$ cat src/rtl/spi_slave_port_if.sv
// Bundle between the SPI slave port, its wire-side master and its controller.
// Carries the SPI pins plus the arm/finished handshake; overrun exists only with SPI_SLAVE_OVERRUN_EN.
interface spi_slave_port_if #(
    parameter int WID = 24
) ();
    logic           sck;
    logic           ss_L;
    logic           mosi;
    logic           miso;
    logic [WID-1:0] to_master;
    logic [WID-1:0] from_master;
    logic           arm;
    logic           finished;
    logic           err;
`ifdef SPI_SLAVE_OVERRUN_EN
    logic           overrun;
`endif

    modport slave (
        input  sck, ss_L, mosi, to_master, arm,
        output miso, from_master, finished, err
`ifdef SPI_SLAVE_OVERRUN_EN
        , output overrun
`endif
    );

    modport master (
        output sck, ss_L, mosi, to_master, arm,
        input  miso, from_master, finished, err
`ifdef SPI_SLAVE_OVERRUN_EN
        , input overrun
`endif
    );
endinterface

$ cat src/rtl/spi_slave_port.sv
// Oversampling SPI responder: shifts one WID-bit word in on MOSI while shifting a preloaded word out on MISO.
// Optional macro SPI_SLAVE_OVERRUN_EN adds the overrun flag for transfers that arrive while not armed.
module spi_slave_port #(
    parameter int WID         = 24,
    parameter int POLARITY    = 0,
    parameter int PHASE       = 0,
    parameter int SYNC_STAGES = 2
) (
    input  logic            clk,
    input  logic            rst_L,
    spi_slave_port_if.slave bus
);
    localparam int         CW       = $clog2(WID + 1);
    localparam logic       CPOL     = (POLARITY != 0);
    localparam logic       CPHA     = (PHASE != 0);
    localparam logic [2:0] IDLE_VEC = {CPOL, 1'b1, 1'b0};

    typedef enum logic [1:0] {IDLE, ARMED, XFER, DONE} state_t;

    // {sck, ss_L, mosi} travel together through the synchronizer chain
    logic [2:0] pin_vec;
    logic [2:0] sync_reg [SYNC_STAGES];
    logic [1:0] dly_reg;

    assign pin_vec = {bus.sck, bus.ss_L, bus.mosi};

    generate
        for (genvar gi = 0; gi < SYNC_STAGES; gi++) begin : g_sync
            if (gi == 0) begin : g_first
                always_ff @(posedge clk) begin
                    if (!rst_L) sync_reg[gi] <= IDLE_VEC;
                    else        sync_reg[gi] <= pin_vec;
                end
            end else begin : g_rest
                always_ff @(posedge clk) begin
                    if (!rst_L) sync_reg[gi] <= IDLE_VEC;
                    else        sync_reg[gi] <= sync_reg[gi-1];
                end
            end
        end
    endgenerate

    always_ff @(posedge clk) begin
        if (!rst_L) dly_reg <= IDLE_VEC[2:1];
        else        dly_reg <= sync_reg[SYNC_STAGES-1][2:1];
    end

    logic sck_sync, ss_sync, mosi_sync;
    logic lead_edge, trail_edge, sample_edge, shift_edge, ss_fall, ss_rise;

    assign sck_sync    = sync_reg[SYNC_STAGES-1][2];
    assign ss_sync     = sync_reg[SYNC_STAGES-1][1];
    assign mosi_sync   = sync_reg[SYNC_STAGES-1][0];
    assign lead_edge   = (sck_sync != CPOL) && (dly_reg[1] == CPOL);
    assign trail_edge  = (sck_sync == CPOL) && (dly_reg[1] != CPOL);
    assign sample_edge = CPHA ? trail_edge : lead_edge;
    assign shift_edge  = CPHA ? lead_edge : trail_edge;
    assign ss_fall     = !ss_sync && dly_reg[0];
    assign ss_rise     = ss_sync && !dly_reg[0];

    state_t         state_reg, state_next;
    logic [WID-1:0] tx_sr_reg, tx_sr_next;
    logic [WID-1:0] rx_sr_reg, rx_sr_next;
    logic [CW-1:0]  cnt_reg, cnt_next;
    logic           miso_reg, miso_next;
    logic           finished_reg, finished_next;
    logic           err_reg, err_next;
    logic [WID-1:0] from_master_reg, from_master_next;
`ifdef SPI_SLAVE_OVERRUN_EN
    logic           overrun_reg, overrun_next;
`endif

    always_ff @(posedge clk) begin
        if (!rst_L) begin
            state_reg       <= IDLE;
            tx_sr_reg       <= '0;
            rx_sr_reg       <= '0;
            cnt_reg         <= '0;
            miso_reg        <= 1'b0;
            finished_reg    <= 1'b0;
            err_reg         <= 1'b0;
            from_master_reg <= '0;
`ifdef SPI_SLAVE_OVERRUN_EN
            overrun_reg     <= 1'b0;
`endif
        end else begin
            state_reg       <= state_next;
            tx_sr_reg       <= tx_sr_next;
            rx_sr_reg       <= rx_sr_next;
            cnt_reg         <= cnt_next;
            miso_reg        <= miso_next;
            finished_reg    <= finished_next;
            err_reg         <= err_next;
            from_master_reg <= from_master_next;
`ifdef SPI_SLAVE_OVERRUN_EN
            overrun_reg     <= overrun_next;
`endif
        end
    end

    always_comb begin
        state_next       = state_reg;
        tx_sr_next       = tx_sr_reg;
        rx_sr_next       = rx_sr_reg;
        cnt_next         = cnt_reg;
        miso_next        = miso_reg;
        finished_next    = finished_reg;
        err_next         = err_reg;
        from_master_next = from_master_reg;
`ifdef SPI_SLAVE_OVERRUN_EN
        overrun_next     = overrun_reg;
`endif
        case (state_reg)
            IDLE: begin
`ifdef SPI_SLAVE_OVERRUN_EN
                if (ss_fall) overrun_next = 1'b1;
`endif
                // Only arm between transfers so we never join one mid-word
                if (bus.arm && ss_sync) begin
                    tx_sr_next = bus.to_master;
                    rx_sr_next = '0;
                    cnt_next   = '0;
                    err_next   = 1'b0;
                    miso_next  = CPHA ? 1'b0 : bus.to_master[WID-1];
                    state_next = ARMED;
`ifdef SPI_SLAVE_OVERRUN_EN
                    overrun_next = 1'b0;
`endif
                end
            end
            ARMED: begin
                if (!bus.arm) begin
                    miso_next  = 1'b0;
                    state_next = IDLE;
                end else if (ss_fall) begin
                    state_next = XFER;
                end
            end
            XFER: begin
                if (sample_edge) begin
                    if (cnt_reg < CW'(WID)) begin
                        rx_sr_next = {rx_sr_reg[WID-2:0], mosi_sync};
                        cnt_next   = cnt_reg + 1'b1;
                    end else begin
                        err_next = 1'b1;
                    end
                end
                if (shift_edge) begin
                    tx_sr_next = tx_sr_reg << 1;
                    miso_next  = CPHA ? tx_sr_reg[WID-1] : tx_sr_reg[WID-2];
                end
                // A coincident sample edge has already been folded into the *_next values
                if (ss_rise) begin
                    from_master_next = rx_sr_next;
                    finished_next    = 1'b1;
                    err_next         = err_next | (cnt_next != CW'(WID));
                    miso_next        = 1'b0;
                    state_next       = DONE;
                end
            end
            DONE: begin
`ifdef SPI_SLAVE_OVERRUN_EN
                if (ss_fall) overrun_next = 1'b1;
`endif
                if (!bus.arm) begin
                    finished_next = 1'b0;
                    state_next    = IDLE;
                end
            end
            default: state_next = IDLE;
        endcase
    end

    assign bus.miso        = miso_reg;
    assign bus.finished    = finished_reg;
    assign bus.err         = err_reg;
    assign bus.from_master = from_master_reg;
`ifdef SPI_SLAVE_OVERRUN_EN
    assign bus.overrun     = overrun_reg;
`endif
endmodule

$ cat src/flat_wrapper.sv
// flat-port wrapper written by rule: the top's interface ports become plain ports
module spi_slave_port_flat 
#(
    parameter int WID         = 24,
    parameter int POLARITY    = 0,
    parameter int PHASE       = 0,
    parameter int SYNC_STAGES = 2
)
  (clk, rst_L, bus_sck, bus_ss_L, bus_mosi, bus_to_master, bus_arm, bus_miso, bus_from_master, bus_finished, bus_err);
  spi_slave_port_if #(.WID(WID)) bus_i ();
  input  logic clk;
  input  logic rst_L;
  input wire logic [$bits(bus_i.sck)-1:0] bus_sck;
  input wire logic [$bits(bus_i.ss_L)-1:0] bus_ss_L;
  input wire logic [$bits(bus_i.mosi)-1:0] bus_mosi;
  input wire logic [$bits(bus_i.to_master)-1:0] bus_to_master;
  input wire logic [$bits(bus_i.arm)-1:0] bus_arm;
  output wire logic [$bits(bus_i.miso)-1:0] bus_miso;
  output wire logic [$bits(bus_i.from_master)-1:0] bus_from_master;
  output wire logic [$bits(bus_i.finished)-1:0] bus_finished;
  output wire logic [$bits(bus_i.err)-1:0] bus_err;
  assign bus_i.sck = bus_sck;
  assign bus_i.ss_L = bus_ss_L;
  assign bus_i.mosi = bus_mosi;
  assign bus_i.to_master = bus_to_master;
  assign bus_i.arm = bus_arm;
  assign bus_miso = bus_i.miso;
  assign bus_from_master = bus_i.from_master;
  assign bus_finished = bus_i.finished;
  assign bus_err = bus_i.err;
  spi_slave_port #(.WID(WID), .POLARITY(POLARITY), .PHASE(PHASE), .SYNC_STAGES(SYNC_STAGES)) u_core (.clk(clk), .rst_L(rst_L), .bus(bus_i));
endmodule
$ cat config.mk
export PLATFORM = sky130hd
export DESIGN_NAME = spi_slave_port_flat
export DESIGN_NICKNAME = d
export VERILOG_FILES = /design/src/rtl/spi_slave_port_if.sv /design/src/rtl/spi_slave_port.sv /design/src/flat_wrapper.sv
export SDC_FILE = /design/constraint.sdc
export NUM_CORES = 1
export LEC_CHECK = 0
export BUFFER_PORTS_ARGS = -buffer_cell sky130_fd_sc_hd__buf_2
export CORE_ASPECT_RATIO = 1.5
export CORE_UTILIZATION = 23
export CTS_CLUSTER_DIAMETER = 200
export DETAILED_ROUTE_END_ITERATION = 6
export HOLD_SLACK_MARGIN = 0.15
export SYNTH_ARGS = -nofsm -noshare
export SYNTH_HDL_FRONTEND = slang
export SYNTH_SLANG_ARGS = --single-unit
$ cat constraint.sdc
create_clock -name clk -period 1.6 [get_ports clk]
set_clock_uncertainty 0.05 [all_clocks]
set_input_delay 0.32 -clock clk [delete_from_list [all_inputs] [get_ports clk]]
set_output_delay 0.32 -clock clk [all_outputs]
set_load 0.02 [all_outputs]
==> out/qor.yml, run 1 <==
synth_edf_count: 0
die-area_um2: 17500
slew_headroom_pct: 77.5
synth_flop_cell: "dfxtp_1"
finalHoldViolations: 0
critPathRequiredTime_ns: 1.82
initial_core_util_pct: 23.4
clk_path_buf_depth: 2
dr.pass1.iters: 4
tightest_slew_ns: 0.337
dp.cells: 706
max_freq_ghz: 0.601
rsz0062_at_grt: "true"
cp-end-kind: "flip-flop"
hold_class: "input port to flip-flop"
violations: "setup timing"
post-route-drc-count: 0
outcome: "complete, but fails checks"
ys_ff_latch: 89
drt_iter0_markers: 145
antenna_found_initial: 0
grt_pass1_wl_um: 16300
vdd_drop_max_v: 0.000466
grt_max_degree: 55
setup_slack_ns: -0.0634
p_per_area_nw_per_um2: 956
worstPathMaxFanout: 6
track_usage_pct: 11.6
crit_type: "flip-flop to flip-flop"
maxCapViolations: 0
portBuffers: 56
synth_nets: 488
stdcell_count: 745
cts_buffers: 9
cts.clk_slew.worst_paths_ns: 0.07
syn_area_per_cell_um2: 8.63
fin_crit_sh_pct: 104
overflow: 0
rows: 58
p_leak_uw: 0.00211
die_w_um: 108
final_common_cell: "dfxtp_1"
grt_pass1_vias: 3341
synth-async-reset-ratio_pct: 0
diodes: 0
synthCells: 453
cts-root-buf: "clkbuf_16"
htreeDepth: 3
whs_ns: 0.194
yosysSeqAreaShare_pct: 45.6
ant_nets: 0
wirelength_um: 10500
cts.sinks: 89
hpwlAfterDp_um: 5940
wl_per_cell_um: 14.1
arrival_ns: 1.88
finalMaxSlewViolations: 0
cts_tree: "built"
die_y_um: 162
place_ws_ns: -0.0708
viasPerCell: 4.79
place.gp.congestion: 0.764
syn_to_final_growth_pct: 47.6
synthesis.area_um2: 3910
layout-drive-gt1-share_pct: 41.5
yosysWarnings: 0
final_cell_mix: "dfxtp_1, buf_2, nor2_1, nand2_1, nand3_1"
finalSetupViolCount: 12
core_um2: 16700
netlist-cell-type-count: 39
io-pin-count: 57
num_vias: 3567
cp-start-kind: "flip-flop"
insertion_delay_ns: 0.34
layout_min_cycle_time_ns: 1.66
num-nets-final: 565
-- per-stage QoR --
stage / area (um2) / setup TNS [ns] / utilization, % / power [uW]
detailed placement: 4600 / -0.665 / 27.6 / 3020
CTS: 5270 / -0.377 / 31.6 / 5430
finish: 5770 / -0.362 / 34.6 / 5520
global placement: 4600 / -0.0447 / 27.6 / 3010
floorplan: 3940 / -0.548 / - / 2810
global route: 5770 / -2.28 / 34.6 / 5750
-- Yosys cell counts (all sizes together) (2+ instances only) --
| cell | instances | share of area (%) |
|---|---|---|
| dfxtp | 89 | 46 |
| nand2 | 55 | 5.4 |
| nor2 | 51 | 4.9 |
| a21oi | 34 | 4.4 |
| nand3 | 31 | 4.0 |
| a211oi | 28 | 5.7 |
| o21ai | 28 | 3.6 |
| a311oi | 26 | 5.8 |
| mux2i | 23 | 5.9 |
| buf | 21 | 3.2 |
| clkbuf | 15 | 1.5 |
| nand2b | 9 | 1.4 |
| and2 | 7 | 1.1 |
| inv | 7 | 0.67 |
| ha | 5 | 1.6 |
| nor3 | 4 | 0.51 |
| nor2b | 3 | 0.54 |
| a21o | 2 | 0.38 |
| nand3b | 2 | 0.38 |
| o211ai | 2 | 0.38 |
-- critical path: stages, from the launching register on --
cell	delay, ns
dfxtp_4	0.38
inv_4	0.04
ha_4	0.17
nand2b_4	0.15
a22oi_4	0.27
buf_6	0.18
buf_16	0.13
nor2_4	0.04
a211oi_2	0.17
-- area by class of cell --
type	instances	area, um2
flip-flops and latches	89	1790
repair buffers	102	940
fillers	1713	10900
clock buffers	9	225
well taps	210	263
inverters	7	38.8
clock inverters	7	81.3
multi-input cells	321	2430
-- logic make-up after synthesis --
| logic type | share of synthesized area, % |
|---|---|
| adders and majority gates | 1.60 |
| xor gates and xnor gates | 0.224 |
| muxes | 5.89 |
| and+or+nand+nor | 19.6 |
| DFF | 45.6 |
| buffers and inverters | 5.35 |
| AOI/OAI and AO/OA | 21.7 |
-- final timing paths --
path	from	endpoint	slack (ns)	depth (start not counted)
worst max-delay path	flip-flop	u_core.tx_sr_reg[4]	-0.06	8
worst min-delay path	rst_L	u_core.dly_reg[0]	0.19	2
worst max register to register	flip-flop	u_core.tx_sr_reg[4]	-0.06	8
worst min register to register	u_core.sync_reg[0][1]	u_core.sync_reg[1][1]	0.36	1
-- report_power, final --
group          switching (uW)  internal [uW]  total (uW)
clock network            1050           1120        2170
logic                     480            478         958
registers                73.9           2310        2390
-- metal layers --
| metal | wire (um) | global-route usage (%) | vias up |
|---|---|---|---|
| met2 | 5500 | 20.1 | 66 |
| met3 | 361 | 2.61 | 16 |
| met5 | 0 | 0 | - |
| met1 | 4460 | 14.2 | 1707 |
| li1 | - | - | 1778 |
| met4 | 189 | 3.32 | 0 |
-- repair_timing --
action	4_1_cts	5_1_grt
hold buffers	3	0
setup buffers	7	5
cloned	6	5
hold endpoints to repair	3	0
setup endpoints to repair	34	63
pin swaps	22	52
resized for setup	37	100
No activity file was read; power rests on OpenSTA's default activity.
==> run 2: changes to the inputs <==
- CTS_CLUSTER_DIAMETER: 200 -> not set
- SETUP_SLACK_MARGIN: not set -> 0.02
==> run 2 against run 1 <==
  * The flow still finishes with violations (setup timing)
  * Clock power about the same
  * Via count up 0.50%
  * Fmax rose by 1.2%
  * Sequential cell count is the same
  * Global-route usage is essentially flat
  * Power is 1.3% higher
  * Sequential share of layout area up 0.51 points
  * Non-clock buffer count up 2
  * Largest power group unchanged
  * Highest routed layer unchanged
==> out/qor.yml, run 2 (synthesis gave the netlist of run 1 again) <==
finalHoldViolations: 0  # unchanged
cts-root-buf: "clkbuf_16"
hold_class: "input port to flip-flop"
max_freq_ghz: 0.609  # +1.2%
cts.sinks: 89  # unchanged
wl_met3_um: 320  # -11%
total_power_uw: 5590  # +1.3%
highest_layer: "met4"
finalMaxSlewViolations: 0  # unchanged
layout_min_cycle_time_ns: 1.64  # -0.0205 ns
grt_pass1_wl_um: 16300  # +0.17%
cp-start-kind: "flip-flop"
setup_tns_ns: -0.433  # -0.0706 ns
grt_max_degree: 55  # unchanged
arrival_ns: 1.86  # -0.02 ns
fin_crit_sh_pct: 103  # -1.3 points
final_cell_mix: "dfxtp_1, buf_2, nand2_1, nor2_1, nand3_1"
maxCapViolations: 0  # unchanged
slew_headroom_pct: 77.8  # +0.28 points
overflow: 0  # unchanged
violations: "setup timing"
layout-drive-gt1-share_pct: 38.4  # -3.1 points
path_cells: "inv_4 -> ha_4 -> nand2b_4 -> a22oi_4 -> buf_6 -> buf_16 -> nor2_4 -> a211oi_2"
hpwlAfterDp_um: 5940  # unchanged
insertion_delay_ns: 0.34  # about the same
utilization_pct: 34.0  # -0.56 points
outcome: "complete, but fails checks"
dr.pass1.iters: 6  # +2
place.gp.congestion: 0.764  # unchanged
num-nets-final: 567  # +0.35%
die_w_um: 108  # unchanged
wirelength_um: 10800  # +3.0%
cts.clk_slew.worst_paths_ns: 0.07  # about the same
rows: 58  # unchanged
vdd_drop_max_v: 0.000482  # +3.5%
finalSetupViolCount: 24  # +12
rsz0062_at_grt: "true"
num_vias: 3585  # +0.50%
cp-end-kind: "flip-flop"
syn_to_final_growth_pct: 45.2
dpl_cell_area_um2: 4600  # unchanged
initial_core_util_pct: 23.4  # unchanged
setup_slack_ns: -0.0429  # +0.0205 ns
drt_iter0_markers: 174  # +20%
grt_pass1_vias: 3352  # +0.33%
p_per_area_nw_per_um2: 984  # +3.0%
viasPerCell: 4.80  # +0.24%
cp_slowest_stage_delay_ns: 0.38  # about the same
critical_path.top_delay_family: "compound AO/OA/AOI/OAI gates"
portBuffers: 56  # unchanged
slowest_stage: "dfxtp_4"
final_common_cell: "dfxtp_1"
clk_path_buf_depth: 2  # unchanged
cts_buffers: 9  # unchanged
wl_met2_um: 5650  # +2.8%
io-pin-count: 57  # unchanged
track_usage_pct: 11.7  # +0.025 points
rrSetupSlack_ns: -0.04  # +0.02 ns
critPathRequiredTime_ns: 1.82  # about the same
crit_type: "flip-flop to flip-flop"
worstPathMaxFanout: 5  # -1
critPathBufInv: 3  # unchanged
cts_tree: "built"
tightest_slew_ns: 0.333  # -0.00419 ns
antenna_found_initial: 0  # unchanged
core_um2: 16700  # unchanged
htreeDepth: 3  # unchanged
ant_nets: 0  # unchanged
diodes: 0  # unchanged
post-route-drc-count: 0  # unchanged
design_area_um2: 5680  # -1.6%
die-area_um2: 17500  # unchanged
wl_per_cell_um: 14.5  # +2.7%
die_y_um: 162  # unchanged
wl_met1_um: 4750  # +6.4%
p_leak_uw: 0.00198  # -6.2%
whs_ns: 0.193  # -0.00173 ns
## run 2: cell types whose count changed in the layout (fill, tap and decap cells not counted), moves of 2 or more
| cell | before | now |
|---|---|---|
| nand2_1 | 36 | 46 |
| nand2_4 | 12 | 4 |
| a311oi_1 | 18 | 25 |
| a311oi_2 | 8 | 1 |
| a21oi_1 | 13 | 19 |
| a21oi_2 | 21 | 15 |
| o21ai_2 | 0 | 4 |
| o21ai_1 | 23 | 20 |
| buf_12 | 12 | 10 |
| nand2_2 | 7 | 5 |
## run 2: repair_timing
| action | CTS | global route |
|---|---|---|
| setup endpoints to repair | 58 | 67 |
| pin swaps | 22 | 24 |
| hold endpoints to repair | 3 | 0 |
| gates cloned | 6 | 6 |
| buffers inserted | 7 | 6 |
| hold buffers | 3 | 0 |
| gates resized for setup | 40 | 70 |
## run 2: layer usage
metal / global-route usage, % / vias to the layer above
met5: 0 / -
met4: 3.44 / 0
met3: 2.73 / 9
met2: 19.9 / 60
met1: 14.4 / 1734
li1: - / 1782
## run 2: through the flow
step           setup WS, ns  cells
5_1_grt              -0.106    747
3_5_place_dp        -0.0708    706
4_1_cts             -0.0287    738
2_1_floorplan       -0.0276    453
6_report            -0.0429    747
3_3_place_gp        -0.0111    706
## run 2: where the power goes
part           leakage (uW)  internal (uW)  switching [uW]
Sequential         0.000725           2310            74.8
Combinational       0.00111            519             501
Clock              0.000150           1120            1060
## run 2: final timing paths
check,from,to,cells after the start
worst max-delay path,flip-flop,u_core.tx_sr_reg[20],8
worst min-delay path,rst_L,u_core.dly_reg[0],2
worst max register to register,flip-flop,u_core.tx_sr_reg[20],8
worst min register to register,u_core.sync_reg[0][1],u_core.sync_reg[1][1],1
## run 2: cell type report
class,count,area [um2]
Timing Repair Buffer,104,975
Tap cell,210,263
Inverter,7,36.3
Fill cell,1733,11000
Clock inverter,7,81.3
Clock buffer,9,225
Multi-Input combinational cell,321,2310
Sequential cell,89,1790
==> run 3: changes to the inputs <==
- CELL_PAD_IN_SITES_DETAIL_PLACEMENT: not set -> 0
- CELL_PAD_IN_SITES_GLOBAL_PLACEMENT: not set -> 1
- PLACE_DENSITY_LB_ADDON: not set -> 0.1
==> run 3 against run 2 <==
  * The run now ends clean
  * Power shrank 7.8%
  * Critical path depth unchanged
  * Clock power shrank 9.6%
  * Cell count decreased by 0.13%
  * Cell area decreased by 7.4%
==> out/qor.yml, run 3 (synthesis gave the netlist of run 1 again) <==
slowest_stage: "dfxtp_2"
rows: 58  # unchanged
die_w_um: 108  # unchanged
total_power_uw: 5150  # -7.8%
crit_type: "flip-flop to flip-flop"
finalMaxSlewViolations: 0  # unchanged
cts.clk_slew.worst_paths_ns: 0.06  # about the same
rsz0062_at_grt: "true"
utilization_pct: 31.5  # -2.5 points
cp_slowest_stage_delay_ns: 0.33  # -0.05 ns
cts.sinks: 89  # unchanged
critPathRequiredTime_ns: 1.83  # about the same
path_cells: "inv_4 -> ha_4 -> inv_6 -> nor4_4 -> buf_4 -> buf_12 -> nand2_1 -> a21oi_1"
place.gp.congestion: 0.726  # -4.9%
slew_headroom_pct: 72.5  # -5.3 points
clk_path_buf_depth: 2  # unchanged
arrival_ns: 1.79  # -0.07 ns
insertion_delay_ns: 0.35  # about the same
viasPerCell: 4.72  # -1.6%
wirelength_um: 11400  # +5.1%
cts_tree: "built"
p_per_area_nw_per_um2: 981  # -0.33%
worstPathMaxFanout: 9  # +4
portBuffers: 56  # unchanged
rrSetupSlack_ns: 0.03  # +0.08 ns
p_leak_uw: 0.00182  # -8.3%
drt_iter0_markers: 99  # -43%
diodes: 0  # unchanged
post-route-drc-count: 0  # unchanged
io-pin-count: 57  # unchanged
syn_to_final_growth_pct: 34.4
critPathBufInv: 4  # +1
num_vias: 3524  # -1.7%
cts_buffers: 9  # unchanged
final_cell_mix: "dfxtp_1, buf_2, nand2_1, nor2_1, a21oi_1"
grt_pass1_wl_um: 17900  # +9.8%
track_usage_pct: 13.4  # +1.7 points
antenna_found_initial: 0  # unchanged
initial_core_util_pct: 23.4  # unchanged
dr.pass1.iters: 4  # -2
setup_tns_ns: 0  # +0.433 ns
layout-drive-gt1-share_pct: 28.5  # -9.8 points
grt_pass1_vias: 3506  # +4.6%
cp-start-kind: "flip-flop"
maxCapViolations: 0  # unchanged
layout_min_cycle_time_ns: 1.57  # -0.0778 ns
ant_nets: 0  # unchanged
whs_ns: 0.205  # +0.0125 ns
critical_path.top_delay_family: "buffers and inverters"
fin_crit_sh_pct: 97.8  # -4.9 points
finalSetupViolCount: 0  # -100%
finalHoldViolations: 0  # unchanged
worstHoldStart: "rst_L"
htreeDepth: 3  # unchanged
tightest_slew_ns: 0.412  # +0.0799 ns
outcome: "finished clean"
die-area_um2: 17500  # unchanged
hpwlAfterDp_um: 7040  # +19%
num-nets-final: 567  # unchanged
hold_class: "input port to flip-flop"
grt_max_degree: 81  # +47%
cp-startpoint: "u_core.state_reg[0]"
core_um2: 16700  # unchanged
wl_per_cell_um: 15.3  # +5.2%
vdd_drop_max_v: 0.000430  # -11%
final_common_cell: "dfxtp_1"
max_freq_ghz: 0.639  # +5.0%
cts-root-buf: "clkbuf_16"
overflow: 0  # unchanged
die_y_um: 162  # unchanged
cp-end-kind: "flip-flop"
r2r_start: "u_core.state_reg[0]"
-- run 3: changes by cell type in the layout (fill, tap and decap cells not counted), sizes merged --
cell / delta
buf: +1
clkinv: -1
clkbuf: +2
inv: -4
clkinvlp: +1
-- run 3: worst paths after layout --
path,depth (start not counted),end
max,8,u_core.rx_sr_reg[23]
min,2,u_core.sync_reg[0][1]
max reg2reg,8,u_core.rx_sr_reg[23]
min reg2reg,1,u_core.sync_reg[1][1]
-- run 3: worst reg2reg max path, delay by kind of cell, from the launching register on --
family                   cells  cell delay (ns)
buffers and inverters        4             0.45
AO/OA/AOI/OAI                1             0.12
AND/OR/NAND/NOR              2             0.34
adder cells (fa/ha/maj)      1             0.20
flip-flops                   1             0.33
-- run 3: area by class of cell --
type | count | area (um2)
multi-input combinational | 321 | 2050
sequential | 89 | 1790
inverter | 7 | 36.3
clock buffer | 12 | 246
tap | 210 | 263
fill | 1822 | 11400
clock inverter | 3 | 17.5
timing repair buffer | 104 | 851
-- run 3: what timing repair did --
item | in CTS | in global routing
resized for setup | 17 | 29
gates cloned | 2 | 5
hold endpoints to repair | 3 | 0
hold buffers | 3 | 0
setup buffers | 4 | 2
pin swaps | 5 | 19
endpoints found under the setup margin | 65 | 78
-- run 3: power breakdown --
group,switching [uW],internal (uW)
Clock,884,1080
Combinational,410,404
Sequential,58.1,2320
-- run 3: metal layers --
metal / global-route usage [%] / wire [um]
met3: 3.09 / 357
met4: 6.70 / 334
met1: 15.3 / 4860
met2: 23.0 / 5830
met5: 0 / 0
-- run 3: stage by stage --
stage | cell area [um2] | setup WS (ns) | std cells
6_report | 5250 | 0.0350 | 746
5_1_grt | 5250 | -0.0703 | 746
4_1_cts | 5090 | -0.00150 | 742
3_5_place_dp | 4650 | -0.0607 | 718
3_3_place_gp | 4650 | -0.0583 | 718
2_1_floorplan | 3940 | -0.0276 | 453
